File: src/rtl/alu_auftrag_steuerung_if.sv
// alu_auftrag_steuerung_if: decode job, ALU and writeback signals of the ALU issue sequencer
interface alu_auftrag_steuerung_if #(
    parameter int DATA_W = 32,
    parameter int CODE_W = 6,
    parameter int ZIEL_W = 5
);
    logic              AuftragGueltig;
    logic              AuftragBereit;
    logic [CODE_W-1:0] AuftragCode;
    logic [DATA_W-1:0] AuftragDaten1;
    logic [DATA_W-1:0] AuftragDaten2;
    logic [ZIEL_W-1:0] AuftragZiel;
    logic [DATA_W-1:0] AluDaten1;
    logic [DATA_W-1:0] AluDaten2;
    logic [CODE_W-1:0] AluFunktionsCode;
    logic              AluStart;
    logic              AluReset;
    logic              AluFertig;
    logic [DATA_W-1:0] AluErgebnis;
    logic              ErgebnisGueltig;
    logic              ErgebnisBereit;
    logic [DATA_W-1:0] ErgebnisWert;
    logic [ZIEL_W-1:0] ErgebnisZiel;
    logic              ErgebnisFehler;

    modport slave (
        input  AuftragGueltig, AuftragCode, AuftragDaten1, AuftragDaten2, AuftragZiel,
               AluFertig, AluErgebnis, ErgebnisBereit,
        output AuftragBereit, AluDaten1, AluDaten2, AluFunktionsCode, AluStart, AluReset,
               ErgebnisGueltig, ErgebnisWert, ErgebnisZiel, ErgebnisFehler
    );

    modport master (
        output AuftragGueltig, AuftragCode, AuftragDaten1, AuftragDaten2, AuftragZiel,
               AluFertig, AluErgebnis, ErgebnisBereit,
        input  AuftragBereit, AluDaten1, AluDaten2, AluFunktionsCode, AluStart, AluReset,
               ErgebnisGueltig, ErgebnisWert, ErgebnisZiel, ErgebnisFehler
    );
endinterface

File: src/rtl/alu_auftrag_steuerung.sv
// alu_auftrag_steuerung: issues one job to the ALU, masks stale done levels, guards with a
// timeout and hands the result with its destination to writeback.
module alu_auftrag_steuerung #(
    parameter int DATA_W   = 32,
    parameter int CODE_W   = 6,
    parameter int ZIEL_W   = 5,
    parameter int MIN_WAIT = 2,
    parameter int TIMEOUT  = 63
) (
    input logic Clock,
    input logic Reset,
    alu_auftrag_steuerung_if.slave Bus
);
    typedef enum logic [1:0] {IDLE, START, WAIT, RESULT} state_t;

    state_t            state, stateNext;
    logic [7:0]        cnt;
    logic [ZIEL_W-1:0] ziel;
    logic              accept, fertigOk, timeout, abgeholt;

    assign Bus.AuftragBereit = Reset & (state == IDLE | (state == RESULT & Bus.ErgebnisBereit));
    assign Bus.ErgebnisZiel  = ziel;
    assign accept   = Bus.AuftragGueltig & Bus.AuftragBereit;
    assign abgeholt = state == RESULT & Bus.ErgebnisBereit;
    // done is only trusted once the masking window has passed; a late done still beats timeout
    assign fertigOk = state == WAIT & cnt >= 8'(MIN_WAIT) & Bus.AluFertig;
    assign timeout  = state == WAIT & cnt == 8'(TIMEOUT) & ~Bus.AluFertig;

    always_comb begin
        stateNext = state;
        stateNext = accept              ? START  :
                    state == START      ? WAIT   :
                    fertigOk | timeout  ? RESULT :
                    abgeholt            ? IDLE   : state;
    end

    always_ff @(posedge Clock or negedge Reset) begin
        if (!Reset) begin
            state                <= IDLE;
            cnt                  <= '0;
            ziel                 <= '0;
            Bus.AluDaten1        <= '0;
            Bus.AluDaten2        <= '0;
            Bus.AluFunktionsCode <= '0;
            Bus.AluStart         <= 1'b0;
            Bus.AluReset         <= 1'b0;
            Bus.ErgebnisGueltig  <= 1'b0;
            Bus.ErgebnisWert     <= '0;
            Bus.ErgebnisFehler   <= 1'b0;
        end else begin
            state        <= stateNext;
            Bus.AluStart <= accept;
            Bus.AluReset <= timeout;
            cnt <= state == START                ? 8'd1    :
                   state == WAIT && cnt != 8'hFF ? cnt + 1 : cnt;
            if (accept) begin
                Bus.AluDaten1        <= Bus.AuftragDaten1;
                Bus.AluDaten2        <= Bus.AuftragDaten2;
                Bus.AluFunktionsCode <= Bus.AuftragCode;
                ziel                 <= Bus.AuftragZiel;
            end
            if (fertigOk | timeout) begin
                Bus.ErgebnisGueltig <= 1'b1;
                Bus.ErgebnisWert    <= fertigOk ? Bus.AluErgebnis : '0;
                Bus.ErgebnisFehler  <= timeout;
            end else if (abgeholt) begin
                Bus.ErgebnisGueltig <= 1'b0;
            end
        end
    end
endmodule
File: src/flat_wrapper.sv
// flat-port wrapper written by rule: the top's interface ports become plain ports
module alu_auftrag_steuerung_flat 
#(
    parameter int DATA_W   = 32,
    parameter int CODE_W   = 6,
    parameter int ZIEL_W   = 5,
    parameter int MIN_WAIT = 2,
    parameter int TIMEOUT  = 63
)
  (Clock, Reset, Bus_AuftragGueltig, Bus_AuftragCode, Bus_AuftragDaten1, Bus_AuftragDaten2, Bus_AuftragZiel, Bus_AluFertig, Bus_AluErgebnis, Bus_ErgebnisBereit, Bus_AuftragBereit, Bus_AluDaten1, Bus_AluDaten2, Bus_AluFunktionsCode, Bus_AluStart, Bus_AluReset, Bus_ErgebnisGueltig, Bus_ErgebnisWert, Bus_ErgebnisZiel, Bus_ErgebnisFehler);
  alu_auftrag_steuerung_if #(.DATA_W(DATA_W), .CODE_W(CODE_W), .ZIEL_W(ZIEL_W)) Bus_i ();
  input logic Clock;
  input logic Reset;
  input wire logic [$bits(Bus_i.AuftragGueltig)-1:0] Bus_AuftragGueltig;
  input wire logic [$bits(Bus_i.AuftragCode)-1:0] Bus_AuftragCode;
  input wire logic [$bits(Bus_i.AuftragDaten1)-1:0] Bus_AuftragDaten1;
  input wire logic [$bits(Bus_i.AuftragDaten2)-1:0] Bus_AuftragDaten2;
  input wire logic [$bits(Bus_i.AuftragZiel)-1:0] Bus_AuftragZiel;
  input wire logic [$bits(Bus_i.AluFertig)-1:0] Bus_AluFertig;
  input wire logic [$bits(Bus_i.AluErgebnis)-1:0] Bus_AluErgebnis;
  input wire logic [$bits(Bus_i.ErgebnisBereit)-1:0] Bus_ErgebnisBereit;
  output wire logic [$bits(Bus_i.AuftragBereit)-1:0] Bus_AuftragBereit;
  output wire logic [$bits(Bus_i.AluDaten1)-1:0] Bus_AluDaten1;
  output wire logic [$bits(Bus_i.AluDaten2)-1:0] Bus_AluDaten2;
  output wire logic [$bits(Bus_i.AluFunktionsCode)-1:0] Bus_AluFunktionsCode;
  output wire logic [$bits(Bus_i.AluStart)-1:0] Bus_AluStart;
  output wire logic [$bits(Bus_i.AluReset)-1:0] Bus_AluReset;
  output wire logic [$bits(Bus_i.ErgebnisGueltig)-1:0] Bus_ErgebnisGueltig;
  output wire logic [$bits(Bus_i.ErgebnisWert)-1:0] Bus_ErgebnisWert;
  output wire logic [$bits(Bus_i.ErgebnisZiel)-1:0] Bus_ErgebnisZiel;
  output wire logic [$bits(Bus_i.ErgebnisFehler)-1:0] Bus_ErgebnisFehler;
  assign Bus_i.AuftragGueltig = Bus_AuftragGueltig;
  assign Bus_i.AuftragCode = Bus_AuftragCode;
  assign Bus_i.AuftragDaten1 = Bus_AuftragDaten1;
  assign Bus_i.AuftragDaten2 = Bus_AuftragDaten2;
  assign Bus_i.AuftragZiel = Bus_AuftragZiel;
  assign Bus_i.AluFertig = Bus_AluFertig;
  assign Bus_i.AluErgebnis = Bus_AluErgebnis;
  assign Bus_i.ErgebnisBereit = Bus_ErgebnisBereit;
  assign Bus_AuftragBereit = Bus_i.AuftragBereit;
  assign Bus_AluDaten1 = Bus_i.AluDaten1;
  assign Bus_AluDaten2 = Bus_i.AluDaten2;
  assign Bus_AluFunktionsCode = Bus_i.AluFunktionsCode;
  assign Bus_AluStart = Bus_i.AluStart;
  assign Bus_AluReset = Bus_i.AluReset;
  assign Bus_ErgebnisGueltig = Bus_i.ErgebnisGueltig;
  assign Bus_ErgebnisWert = Bus_i.ErgebnisWert;
  assign Bus_ErgebnisZiel = Bus_i.ErgebnisZiel;
  assign Bus_ErgebnisFehler = Bus_i.ErgebnisFehler;
  alu_auftrag_steuerung #(.DATA_W(DATA_W), .CODE_W(CODE_W), .ZIEL_W(ZIEL_W), .MIN_WAIT(MIN_WAIT), .TIMEOUT(TIMEOUT)) u_core (.Clock(Clock), .Reset(Reset), .Bus(Bus_i));
endmodule
File: config.mk
export PLATFORM = sky130hd
export DESIGN_NAME = alu_auftrag_steuerung_flat
export DESIGN_NICKNAME = d
export VERILOG_FILES = /design/src/rtl/alu_auftrag_steuerung_if.sv /design/src/rtl/alu_auftrag_steuerung.sv /design/src/flat_wrapper.sv
export SDC_FILE = /design/constraint.sdc
export NUM_CORES = 1
export LEC_CHECK = 0
export CAP_MARGIN = 20
export CORE_UTILIZATION = 38
export DETAILED_ROUTE_END_ITERATION = 6
export PLACE_DENSITY = 0.8
export SLEW_MARGIN = 20
export SYNTH_ARGS = -nofsm -noshare
export SYNTH_HDL_FRONTEND = slang
export SYNTH_SLANG_ARGS = --single-unit
File: constraint.sdc
create_clock -name Clock -period 1.87 [get_ports Clock]
set_input_delay 0.374 -clock Clock [delete_from_list [all_inputs] [get_ports Clock]]
set_output_delay 0.374 -clock Clock [all_outputs]
set_load 0.005 [all_outputs]
==> qor.yml <==
outcome:
  run_status: "finished with violations"
  violations: "negative setup slack"
finish:
  syn_to_final_growth_pct: 69.8
  layout.nets: 718
  antennaDiodeCount: 0
  layout-drive-gt1-share: 0.247
  n_fill_cell: 948
floorplan:
  die_w_microns: 116
  die_h_microns: 116
  ios: 224
  die_area_sq_mm: 0.0135
  initial_core_util: 0.390
  core_sq_mm: 0.0127
  core.rowCount: 41
min_path:
  hold_class: "primary input to asynchronous set/reset pin"
sta:
  worst_pin_slew_ns: 0.625
  fin_ws_ns: -0.0925
  slew_headroom: 0.583
  setup_viol: 32
  hold_viol: 0
  rsz0062_at_grt: "yes"
  slew_violations: 0
  post-route-period-util: 1.05
  fin_skew_ns: 0.0102
  holdWs_ns: 0.107
  min_period_ns: 1.96
  fmax_ghz: 0.510
  fin_tns_setup_ns: -1.80
logic_synthesis:
  synthSimpleGateAreaFrac: 0.0423
  ys_warn_count: 0
  synth_enable_flop_cells: 0
  synth.avg_cell_area_sq_um: 14.2
  ys_types: 32
  synth-adder-area-share: 0.00507
  yosysSeqAreaShare: 0.613
  synthCells: 348
  ys_seq_elements: 121
  synth_nets: 462
  async_flop_share: 1.00
  syn_area_sq_mm: 0.00494
  synth-compound-area-share: 0.139
  synth_xor_xnor_area_share: 0
  muxShareOfSynthArea: 0.175
  synth_ff_type: "dfrtp_1"
  synth_top_family_by_area: "multiplexers"
clock_network:
  clock_latency_ns: 0.42
  cts_buffer_depth: 2
  root_buffer: "clkbuf_16"
  cts_buffers: 17
  cts.htree.levels: 4
  cts_num_sinks: 121
  cts_tree: "yes"
  clkTransAtPathRegs_ns: 0.05
drt:
  ant_nets: 0
  drtPass1Iterations: 4
  vias: 4049
  wl_microns: 14400
  drtIter0Drc: 246
  wl_per_cell_microns: 18.3
  post-route-drc-count: 0
  routed_via_density: 5.14
worst_setup_path:
  critPathKind: "flop to flop"
  cp-end-kind: "flop"
  cp_max_fo: 6
  crit_path_start: "u_core.cnt[1]"
  worstPathArrival_ns: 2.25
  critPathRequiredTime_ns: 2.16
  r2r_start: "u_core.cnt[1]"
  cp-start-kind: "flop"
pwr:
  p_leak_nw: 3.65
  irDropWorstVdd_mv: 0.680
  powerDensity_mw_per_mm2: 1800
  p_total_w: 0.0151
place:
  dp_hpwl_microns: 9890
  finalWeightedCongestion: 0.797
  numPortBuffers: 223
grt:
  overflow: 0
  grt_pass1_wl_microns: 21300
  antenna_found_initial: 0
  globalRouteTotalUtil: 0.212
  grt_max_degree: 122
  first_global_vias: 4178
job:
  drv_cap: 0
cell usage after synthesis (all sizes together), types with 2 or more instances:
master | n | share of area
inv | 3 | 0.0023
dfrtp | 121 | 0.61
and2 | 3 | 0.0038
a31oi | 2 | 0.0025
buf | 14 | 0.017
mux2 | 75 | 0.17
nor2b | 2 | 0.0025
nor3 | 4 | 0.0041
ha | 2 | 0.0051
o21a | 3 | 0.0048
clkbuf | 8 | 0.0061
nand3 | 6 | 0.0061
nor2 | 6 | 0.0051
mux2i | 2 | 0.0041
o21ai | 5 | 0.0051
nand2 | 9 | 0.0068
a21oi | 4 | 0.0041
and3 | 5 | 0.0063
nand2b | 2 | 0.0025
a22o | 64 | 0.11
or4 | 2 | 0.0038
power breakdown:
part           total, W  leakage [nW]  internal, W  switching [W]
registers       0.00468          1.47      0.00389       0.000784
clock network   0.00334         0.299      0.00222        0.00112
logic           0.00705          1.88      0.00462        0.00243
cells in the final DEF (no fill, tap or decap), types with 4 or more instances in the layout:
| master | Yosys | routed |
|---|---|---|
| mux2_2 | 75 | 75 |
| clkbuf_8 | 0 | 4 |
| clkdlybuf4s50_1 | 0 | 221 |
| nor2_1 | 5 | 5 |
| nand2_1 | 9 | 9 |
| nor3_1 | 4 | 4 |
| and3_1 | 5 | 5 |
| buf_6 | 3 | 4 |
| buf_12 | 0 | 6 |
| dfrtp_1 | 121 | 121 |
| a22o_1 | 64 | 64 |
| clkinv_2 | 0 | 4 |
| a21oi_1 | 4 | 4 |
| clkbuf_16 | 0 | 20 |
| buf_4 | 0 | 22 |
registers in the layout, indices dropped and copies added, names as in the netlist, 2 cells and up:
signal,flops
u_core.Bus.AluDaten1,32
u_core.Bus.AluDaten2,32
u_core.Bus.AluFunktionsCode,6
u_core.Bus.ErgebnisWert,32
u_core.Bus.ErgebnisZiel,5
u_core.cnt,8
u_core.state,2
area by class of cell:
type                       instances  area [sq um]  share of cell area
clock buffer                      23           488              0.0582
timing repair buffer             259          2680               0.320
clock inverter                     8           118              0.0140
inverter                           3          11.3             0.00134
tap                              172           215              0.0257
sequential                       121          3030               0.361
multi-input combinational        202          1850               0.220
what timing repair did:
action                                  4_1_cts  5_1_grt
hold buffers                                  0        0
endpoints found under the hold margin         0        0
gates resized for setup                      10       10
pin swaps                                     2        6
setup buffers                                 1        0
endpoints found under the setup margin       34       36
gates cloned                                  2        3
critical path: stages (launching register included):
cell,delay [ns]
dfrtp_1,0.41
ha_4,0.17
or4_4,0.44
o21a_4,0.26
clkbuf_16,0.17
a22o_1,0.20
a22o_1,0.19
layer usage:
layer	global-route usage	part of all wire	wire length [microns]
met1	0.235	0.38	5430
met2	0.371	0.53	7650
met3	0.0596	0.060	863
met4	0.109	0.031	445
met5	0	0	0
cell families after synthesis:
family,count (synthesis)
AOI/OAI and AO/OA,83
adders and majority gates,2
buffers and inverters,25
DFF,121
muxes,77
and+or+nand+nor,40
through the flow:
| step | worst slack [ns] | area [sq um] | instances | utilization |
|---|---|---|---|---|
| after global routing | -0.128 | 8390 | 788 | 0.662 |
| after CTS | -0.0466 | 8270 | 785 | 0.653 |
| after global placement | -0.282 | 7570 | 751 | 0.598 |
| after detailed placement | -0.279 | 7570 | 751 | 0.598 |
| after floorplan | 0.0234 | 4940 | 348 | - |
| final | -0.0925 | 8390 | 788 | 0.662 |
path summary, 6_finish.rpt:
kind                       depth (start not counted)                    endpoint  slack, ns
min in group Clock                                 4         u_core.Bus.AluStart       0.40
max in group asynchronous                          2     u_core.Bus.AluDaten2[2]       1.32
max                                                6  u_core.Bus.ErgebnisWert[5]      -0.09
min reg2reg                                        2  u_core.Bus.ErgebnisGueltig       0.48
max reg2reg                                        6  u_core.Bus.ErgebnisWert[5]      -0.09
min                                                2    u_core.Bus.AluDaten1[31]       0.11
Note: power is estimated with default switching activity, not from simulation.
